[src/rtl/word_tx_stream_if.sv]
// Word-in / byte-out handshake bundle for word_tx_stream.
// master drives words and uart_tx acknowledges; slave is the transmitter.
interface word_tx_stream_if #(
   parameter int unsigned WORD_BYTES = 4,
   parameter int unsigned FIFO_DEPTH = 4
) ();
   localparam int unsigned CNT_W = $clog2(FIFO_DEPTH + 1);

   logic [8*WORD_BYTES-1:0] in;
   logic                    in_valid;
   logic                    in_ready;
   logic [7:0]              out;
   logic                    send_out;
   logic                    sent;
   logic                    done;
   logic                    busy;
   logic [CNT_W-1:0]        fifo_count;

   modport master (
      output in, in_valid, sent,
      input  in_ready, out, send_out, done, busy, fifo_count
   );

   modport slave (
      input  in, in_valid, sent,
      output in_ready, out, send_out, done, busy, fifo_count
   );
endinterface

[src/rtl/word_tx_stream.sv]
// Buffers WORD_BYTES-wide words in a FIFO and serialises them byte-by-byte to uart_tx.
// Define WORD_TX_CHECKSUM_EN to append an XOR checksum byte after every word.
module word_tx_stream #(
   parameter int unsigned WORD_BYTES = 4,
   parameter int unsigned FIFO_DEPTH = 4,
   parameter int unsigned MSB_FIRST  = 0
) (
   input logic             clk,
   input logic             rst,
   word_tx_stream_if.slave bus
);
   localparam int unsigned W     = 8 * WORD_BYTES;
   localparam int unsigned PTR_W = (FIFO_DEPTH > 1) ? $clog2(FIFO_DEPTH) : 1;
   localparam int unsigned CNT_W = $clog2(FIFO_DEPTH + 1);
`ifdef WORD_TX_CHECKSUM_EN
   localparam int unsigned LAST  = WORD_BYTES;
`else
   localparam int unsigned LAST  = WORD_BYTES - 1;
`endif
   localparam int unsigned IDX_W = (LAST > 0) ? $clog2(LAST + 1) : 1;

   typedef enum logic [1:0] {IDLE, SEND, WAIT, DONE} state_t;

   logic [W-1:0]     mem [FIFO_DEPTH];
   logic [PTR_W-1:0] wr_ptr;
   logic [PTR_W-1:0] rd_ptr;
   logic [CNT_W-1:0] count;

   state_t           state;
   logic [W-1:0]     word;
   logic [IDX_W-1:0] idx;
   logic [7:0]       out_q;
   logic             send_out_q;
   logic             done_q;
   logic             busy_q;
`ifdef WORD_TX_CHECKSUM_EN
   logic [7:0]       csum;
`endif

   logic             push_c;
   logic             pop_c;
   logic [W-1:0]     head_c;
   logic [IDX_W-1:0] idx_nxt_c;
   logic [7:0]       byte_nxt_c;

   // Transmit-order index to data byte, honouring MSB_FIRST.
   function automatic logic [7:0] sel_byte(input logic [W-1:0] w, input logic [IDX_W-1:0] i);
      logic [7:0] b;
      b = '0;
      for (int unsigned k = 0; k < WORD_BYTES; k++) begin
         if (i == IDX_W'((MSB_FIRST != 0) ? (WORD_BYTES - 1 - k) : k)) b = w[8*k +: 8];
      end
      return b;
   endfunction

`ifdef WORD_TX_CHECKSUM_EN
   function automatic logic [7:0] xor_bytes(input logic [W-1:0] w);
      logic [7:0] x;
      x = '0;
      for (int unsigned k = 0; k < WORD_BYTES; k++) x = x ^ w[8*k +: 8];
      return x;
   endfunction
`endif

   assign bus.in_ready   = (count != CNT_W'(FIFO_DEPTH));
   assign bus.fifo_count = count;
   assign bus.out        = out_q;
   assign bus.send_out   = send_out_q;
   assign bus.done       = done_q;
   assign bus.busy       = busy_q;

   assign push_c = bus.in_valid && bus.in_ready;
   assign pop_c  = (state == IDLE) && (count != '0);
   assign head_c = mem[rd_ptr];

   // Byte to present after the current one is acknowledged.
   always_comb begin
      idx_nxt_c = idx + 1'b1;
`ifdef WORD_TX_CHECKSUM_EN
      byte_nxt_c = (idx_nxt_c == IDX_W'(WORD_BYTES)) ? csum : sel_byte(word, idx_nxt_c);
`else
      byte_nxt_c = sel_byte(word, idx_nxt_c);
`endif
   end

   // FIFO pointers and occupancy; simultaneous push and pop leave count unchanged.
   always_ff @(posedge clk) begin
      if (rst) begin
         wr_ptr <= '0;
         rd_ptr <= '0;
         count  <= '0;
      end else begin
         if (push_c) wr_ptr <= wr_ptr + 1'b1;
         if (pop_c)  rd_ptr <= rd_ptr + 1'b1;
         count <= count + CNT_W'(push_c) - CNT_W'(pop_c);
      end
   end

   always_ff @(posedge clk) begin
      if (push_c) mem[wr_ptr] <= bus.in;
   end

   // Serialiser FSM; the word register is loaded only on pop.
   always_ff @(posedge clk) begin
      if (rst) begin
         state      <= IDLE;
         word       <= '0;
         idx        <= '0;
         out_q      <= 8'h00;
         send_out_q <= 1'b0;
         done_q     <= 1'b0;
         busy_q     <= 1'b0;
`ifdef WORD_TX_CHECKSUM_EN
         csum       <= 8'h00;
`endif
      end else begin
         send_out_q <= 1'b0;
         done_q     <= 1'b0;
         case (state)
            IDLE: begin
               if (pop_c) begin
                  word       <= head_c;
                  idx        <= '0;
                  out_q      <= sel_byte(head_c, '0);
                  send_out_q <= 1'b1;
                  busy_q     <= 1'b1;
`ifdef WORD_TX_CHECKSUM_EN
                  csum       <= xor_bytes(head_c);
`endif
                  state      <= SEND;
               end
            end
            SEND: state <= WAIT;
            WAIT: begin
               if (bus.sent) begin
                  if (idx == IDX_W'(LAST)) begin
                     done_q <= 1'b1;
                     state  <= DONE;
                  end else begin
                     idx        <= idx_nxt_c;
                     out_q      <= byte_nxt_c;
                     send_out_q <= 1'b1;
                     state      <= SEND;
                  end
               end
            end
            DONE: begin
               busy_q <= 1'b0;
               state  <= IDLE;
            end
            default: state <= IDLE;
         endcase
      end
   end
endmodule

[src/flat_wrapper.sv]
// flat-port wrapper written by rule: the top's interface ports become plain ports
module word_tx_stream_flat 
#(
   parameter int unsigned WORD_BYTES = 4,
   parameter int unsigned FIFO_DEPTH = 4,
   parameter int unsigned MSB_FIRST  = 0
)
  (clk, rst, bus_in, bus_in_valid, bus_sent, bus_in_ready, bus_out, bus_send_out, bus_done, bus_busy, bus_fifo_count);
  word_tx_stream_if #(.WORD_BYTES(WORD_BYTES), .FIFO_DEPTH(FIFO_DEPTH)) bus_i ();
  input logic clk;
  input logic rst;
  input wire logic [$bits(bus_i.in)-1:0] bus_in;
  input wire logic [$bits(bus_i.in_valid)-1:0] bus_in_valid;
  input wire logic [$bits(bus_i.sent)-1:0] bus_sent;
  output wire logic [$bits(bus_i.in_ready)-1:0] bus_in_ready;
  output wire logic [$bits(bus_i.out)-1:0] bus_out;
  output wire logic [$bits(bus_i.send_out)-1:0] bus_send_out;
  output wire logic [$bits(bus_i.done)-1:0] bus_done;
  output wire logic [$bits(bus_i.busy)-1:0] bus_busy;
  output wire logic [$bits(bus_i.fifo_count)-1:0] bus_fifo_count;
  assign bus_i.in = bus_in;
  assign bus_i.in_valid = bus_in_valid;
  assign bus_i.sent = bus_sent;
  assign bus_in_ready = bus_i.in_ready;
  assign bus_out = bus_i.out;
  assign bus_send_out = bus_i.send_out;
  assign bus_done = bus_i.done;
  assign bus_busy = bus_i.busy;
  assign bus_fifo_count = bus_i.fifo_count;
  word_tx_stream #(.WORD_BYTES(WORD_BYTES), .FIFO_DEPTH(FIFO_DEPTH), .MSB_FIRST(MSB_FIRST)) u_core (.clk(clk), .rst(rst), .bus(bus_i));
endmodule
[config.mk]
export PLATFORM = sky130hd
export DESIGN_NAME = word_tx_stream_flat
export DESIGN_NICKNAME = d
export VERILOG_FILES = /design/src/rtl/word_tx_stream_if.sv /design/src/rtl/word_tx_stream.sv /design/src/flat_wrapper.sv
export SDC_FILE = /design/constraint.sdc
export NUM_CORES = 1
export LEC_CHECK = 0
export CAP_MARGIN = 5
export CORE_MARGIN = 2
export CORE_UTILIZATION = 55
export CTS_CLUSTER_DIAMETER = 50
export DETAILED_ROUTE_END_ITERATION = 10
export PLACE_DENSITY = 0.75
export SETUP_SLACK_MARGIN = 0.02
export SLEW_MARGIN = 20
export SYNTH_ARGS = -nofsm -noshare
export SYNTH_HDL_FRONTEND = slang
export SYNTH_SLANG_ARGS = --single-unit
[constraint.sdc]
create_clock -name clk -period 3.4 [get_ports clk]
set_input_delay 0.85 -clock clk [delete_from_list [all_inputs] [get_ports clk]]
set_output_delay 0.85 -clock clk [all_outputs]
set_load 0.05 [all_outputs]
==> results of run 1 <==
[routing by layer]
metal	vias to the layer above	track usage [%]	routed length, um
met5	-	0	0
met4	0	10.09	289
met3	19	4.554	529
met2	88	31.50	6309
met1	1985	24.82	5611
li1	1848	-	-
[critical path: stages (launching register included)]
cell	delay, ns
dfxtp_1	0.43
nor2_1	0.08
nand2_1	0.07
clkdlybuf4s50_1	0.79
[sequential cells by signal (all words and copies together), names as in the netlist, named ones only]
register	count
u_core.bus.busy	1
u_core.bus.done	1
u_core.bus.fifo_count	3
u_core.bus.out	8
u_core.bus.send_out	1
u_core.idx	2
u_core.mem	128
u_core.rd_ptr	2
u_core.state	2
u_core.word	32
u_core.wr_ptr	2
[placed cells by master (no fill, tap or decap), drive strengths merged]
cell type	instances
edfxtp	128
nand2	78
dfxtp	56
clkdlybuf4s50	49
a21oi	38
mux4	31
clkbuf	21
nor2	14
ha	11
inv	10
mux2i	9
nand2b	9
buf	9
nand3b	7
a311oi	7
a221o	7
and2	6
clkinv	6
nor2b	4
o21ai	4
nor3	4
nand3	3
xnor2	3
or3	3
xor2	2
bufinv	2
clkinvlp	2
a21boi	1
mux2	1
o211ai	1
o21bai	1
a221oi	1
o31ai	1
o32ai	1
fa	1
[layout make-up]
| class | count | area [um2] |
|---|---|---|
| Clock buffer | 21 | 440.4 |
| Fill cell | 889 | 4322 |
| Sequential cell | 184 | 4966 |
| Inverter | 10 | 37.54 |
| Clock inverter | 10 | 105.1 |
| Multi-Input combinational cell | 248 | 2029 |
| Tap cell | 172 | 215.2 |
| Timing Repair Buffer | 58 | 555.5 |
[kinds of logic (layout without fill, tap and decap cells)]
family                     after synthesis  in the layout  synth area share [%]
xor gates and xnor gates                 5              5                0.6116
DFF                                    184            184                 69.32
adders and majority gates               12             12                 2.201
and+or+nand+nor                        128            128                 8.403
muxes                                   41             41                 11.69
buffers and inverters                   34             99                 2.341
AOI/OAI and AO/OA                       62             62                 5.433
[how the worst max path moves through the flow]
| stage | startpoint | endpoint | slack, ns | cells after the start |
|---|---|---|---|---|
| 2_1_floorplan | u_core.bus.fifo_count[1]$_SDFF_PP0_ | u_core.bus.fifo_count[2]$_SDFF_PP0_ | 0.75 | 12 |
| 3_3_place_gp | bus_in_valid | u_core.bus.fifo_count[2]$_SDFF_PP0_ | 0.57 | 8 |
| 3_5_place_dp | bus_in_valid | u_core.bus.fifo_count[2]$_SDFF_PP0_ | 0.48 | 8 |
| 4_1_cts | u_core.bus.fifo_count[1]$_SDFF_PP0_ | bus_in_ready | 0.72 | 3 |
| 5_1_grt | u_core.bus.fifo_count[1]$_SDFF_PP0_ | bus_in_ready | 0.66 | 3 |
| 6_report | u_core.bus.fifo_count[1]$_SDFF_PP0_ | bus_in_ready | 0.76 | 3 |
[stage by stage]
stage          hold WS [ns]  setup slack [ns]
2_1_floorplan        0.4312            0.7511
3_3_place_gp         0.4418            0.5666
3_5_place_dp         0.4448            0.4842
4_1_cts              0.4559            0.7183
5_1_grt              0.4795            0.6582
6_report             0.4567            0.7563
[report_power, final]
part / switching (mW) / total (mW) / internal, mW
sequential: 0.267 / 3.12 / 2.85
clock: 0.755 / 1.82 / 1.07
combinational: 1.14 / 1.91 / 0.777
total: 2.16 / 6.85 / 4.69
==> results.sh, run 1 <==
export IMPL_clkTransAtPathRegs_ns=0.06
export IMPL_globalRoute_totalOverflow=0
export IMPL_finalInstanceArea_mm2=0.008349
export IMPL_area_growth_pct=16.58
export IMPL_startpoint_type="flip-flop"
export IMPL_ir_drop_mv=0.4190
export IMPL_start_util_pct=56.52
export IMPL_worstSetupEndpointType="primary output"
export IMPL_hold_end="u_core.word[16]$_SDFFE_PP0N_"
export IMPL_fp_dieW_um=118.1
export IMPL_clock_fmax_mhz=378.3
export IMPL_p_leak_nw=2.779
export IMPL_die_h_um=118.1
export IMPL_drtPass1Iterations=4
export IMPL_finalPower_mw=6.854
export IMPL_portBuffers=50
export IMPL_postCtsHoldBufs=0
export IMPL_post_cts_resized=0
export IMPL_maxSlewViolCount=0
export IMPL_core_mm2=0.01267
export IMPL_hold_depth=2
export IMPL_holdCritPathClass="flip-flop to flip-flop"
export IMPL_final_nets=567
export IMPL_grtUsageTotal_pct=19.54
export IMPL_synthesis_nets=514
export IMPL_cts_buffers=17
export IMPL_fin_cells=703
export IMPL_rows=41
export IMPL_crit_type="flip-flop to primary output"
export IMPL_fin_crit_sh_pct=77.75
export IMPL_avgSynthCellArea_um2=15.37
export IMPL_drt_iter0_markers=308
export IMPL_syn_inst=466
export IMPL_synth_most_common_cell="edfxtp_1"
export IMPL_min_delay_start="u_core.word[16]$_SDFFE_PP0N_"
export IMPL_dp_cells=672
export IMPL_synth_edf_count=128
export IMPL_ys_flop_type="edfxtp_1"
export IMPL_cap_violations=0
export IMPL_htree_levels=4
export IMPL_synthArstFlopShare_pct=0
export IMPL_dp_hpwl_um=7715
export IMPL_crit_required_ns=2.55
export IMPL_io_pins=51
export IMPL_worst_pin_slew_ns=0.9345
export IMPL_route_detailed_drc=0
export IMPL_final_setup_viol_count=0
export IMPL_ys_ff_latch=184
export IMPL_grt_start_max_net_pins=52
export IMPL_r2r_end="u_core.bus.fifo_count[2]$_SDFF_PP0_"
export IMPL_fin_util_pct=65.89
export IMPL_clock_path_buffers=2
export IMPL_rr_worst_depth=11
export IMPL_setup_tns_ns=0
export IMPL_placedInstanceArea_mm2=0.007804
export IMPL_wl_per_cell_um=18.12
export IMPL_grt_pass1_wl_um=20470
export IMPL_netlist_area_mm2=0.007162
export IMPL_yosys_top_cells_area="edfxtp_1 54%, dfxtp_1 16%, mux4_2 6.6%"
export IMPL_dieArea_mm2=0.01395
export IMPL_drive_above_1_share_pct=11.30
export IMPL_rrSetupSlack_ns=0.87
export IMPL_gp_congestion=0.7617
export IMPL_arrival_ns=1.79
export IMPL_synthDistinctLibCells=41
export IMPL_vias_per_cell=5.605
export IMPL_antenna_cells=0
export IMPL_synth_top_area_share_pct=53.67
export IMPL_cp_max_fo=5
export IMPL_grt_pass1_vias=4085
export IMPL_status="finished clean"
export IMPL_postCtsSetupBuffers=0
export IMPL_ant_nets=0
export IMPL_dr_total_vias=3940
export IMPL_finalHoldViolations=0
export IMPL_period_needed_ns=2.644
export IMPL_yosysWarnings=0
export IMPL_yosys_top_cells_count="128 x edfxtp_1, 77 x nand2_1, 56 x dfxtp_1"
export IMPL_cts_tree="done"
export IMPL_clkSinkCount=184
export IMPL_routed_wl_um=12740
export IMPL_cts_root_buffer="clkbuf_16"
export IMPL_synth_largest_area_cell="edfxtp_1"
export IMPL_insertion_delay_ns=0.42
export IMPL_reg2reg_from="u_core.bus.fifo_count[1]$_SDFF_PP0_"
export IMPL_antenna_found_initial=0
export IMPL_skew_ns=0.005373
export IMPL_powerDensity_mw_per_mm2=820.9
export IMPL_max_slew_margin_rel_pct=37.70
export IMPL_rsz0062_at_grt="false"
export IMPL_ys_seq_area_share_pct=69.32
Note: power is estimated with default switching activity, not from simulation.
==> run 2, diff against run 1 <==
- CORE_UTILIZATION: 55 -> 52
- clock period: 3.4 -> 2.4 ns (I/O delays scaled with it)
==> results.sh, run 2 (synthesis results as in run 1) <==
export IMPL_status="finished clean"
export IMPL_grt_pass1_wl_um=21110
export IMPL_routed_wl_um=13370
export IMPL_core_mm2=0.01335
export IMPL_rsz0062_at_grt="false"
export IMPL_drtPass1Iterations=5
export IMPL_cts_tree="done"
export IMPL_period_needed_ns=2.303
export IMPL_hold_ws_ns=0.4578
export IMPL_worstSetupEndpointType="primary output"
export IMPL_io_pins=51
export IMPL_postCtsHoldBufs=0
export IMPL_drive_above_1_share_pct=15.00
export IMPL_setup_tns_ns=0
export IMPL_dp_slack_ns=0.02318
export IMPL_portBuffers=50
export IMPL_max_slew_margin_rel_pct=65.09
export IMPL_vias_per_cell=5.662
export IMPL_grt_start_max_net_pins=35
export IMPL_drt_iter0_markers=294
export IMPL_ir_drop_mv=0.6235
export IMPL_grt_pass1_vias=4107
export IMPL_crit_type="flip-flop to primary output"
export IMPL_worst_pin_slew_ns=0.5237
export IMPL_dr_total_vias=4054
export IMPL_cp_max_fo=5
export IMPL_cts_root_buffer="clkbuf_16"
export IMPL_maxSlewViolCount=0
export IMPL_clkSinkCount=184
export IMPL_holdCritPathClass="flip-flop to flip-flop"
export IMPL_area_growth_pct=19.85
export IMPL_dp_cells=684
export IMPL_clock_fmax_mhz=434.3
export IMPL_globalRoute_totalOverflow=0
export IMPL_p_leak_nw=2.876
export IMPL_fin_crit_sh_pct=95.95
export IMPL_fp_dieW_um=121.4
export IMPL_rows=42
export IMPL_skew_ns=0.008824
export IMPL_dieArea_mm2=0.01473
export IMPL_top_register="u_core.mem"
export IMPL_antenna_cells=0
export IMPL_antenna_found_initial=0
export IMPL_final_setup_viol_count=0
export IMPL_largest_register_ff_count=128
export IMPL_start_util_pct=53.66
export IMPL_cts_buffers=17
export IMPL_layout_common_cells="128 x edfxtp_1, 77 x nand2_1, 52 x dfxtp_1"
export IMPL_wl_per_cell_um=18.67
export IMPL_final_nets=575
export IMPL_grtUsageTotal_pct=19.51
export IMPL_dp_hpwl_um=8223
export IMPL_clock_path_buffers=2
export IMPL_startpoint="u_core.bus.fifo_count[1]$_SDFF_PP0_"
export IMPL_post_cts_resized=0
export IMPL_powerDensity_mw_per_mm2=1187
export IMPL_ant_nets=0
export IMPL_startpoint_type="flip-flop"
export IMPL_reg2reg_from="u_core.bus.fifo_count[1]$_SDFF_PP0_"
export IMPL_timing_final_ws_setup_ns=0.09724
export IMPL_min_delay_start="u_core.word[19]$_SDFFE_PP0N_"
export IMPL_htree_levels=4
export IMPL_die_h_um=121.4
export IMPL_fin_cells=716
export IMPL_mostFrequentLayoutCell="edfxtp_1"
export IMPL_route_detailed_drc=0
export IMPL_cap_violations=0
export IMPL_clkTransAtPathRegs_ns=0.07
export IMPL_insertion_delay_ns=0.43
export IMPL_arrival_ns=1.70
export IMPL_postCtsSetupBuffers=0
export IMPL_crit_required_ns=1.80
export IMPL_finalHoldViolations=0
export IMPL_gp_congestion=0.8171
## run 2: worst paths after layout
path / endpoint / slack (ns) / cells after the start
setup / recovery: bus_in_ready / 0.1 / 3
hold / removal: u_core.word[19]$_SDFFE_PP0N_ / 0.46 / 2
setup reg to reg: u_core.bus.fifo_count[2]$_SDFF_PP0_ / 0.22 / 11
hold reg to reg: u_core.word[19]$_SDFFE_PP0N_ / 0.46 / 2
## run 2: report_power, final
group | internal [mW] | switching (mW) | leakage [nW]
Sequential | 4.04 | 0.351 | 1.63
Clock | 1.77 | 1.13 | 0.299
Combinational | 1.21 | 1.69 | 0.942
## run 2: final cells by class
type	instances	area, um2
timing repair buffer	66	678.2
multi-input combinational	248	2047
sequential	184	4975
clock inverter	12	173.9
fill	980	4765
tap	176	220.2
inverter	10	42.54
clock buffer	20	446.7
## run 2: critical path, stage by stage (launching register included)
cell and delay, ns:
dfxtp_4 0.38, nor2_1 0.06, nand2_1 0.06, clkdlybuf4s50_1 0.79
## run 2: metrics by stage
stage	power, mW	util (%)	instance area, um2
final	10.19	64.30	8583
after global routing	10.69	64.30	8583
after CTS	10.27	64.30	8583
after detailed placement	7.374	59.66	7963
after global placement	7.286	59.66	7963
after floorplan	6.491	-	7199
## run 2: layer usage
layer  vias to the layer above  track usage [%]  share of wire, %
met1                      2043            24.49                43
met5                         -                0                 0
li1                       1876                -                 -
met3                        26            5.216               4.5
met4                         0            7.184               1.9
met2                       109            32.69                51
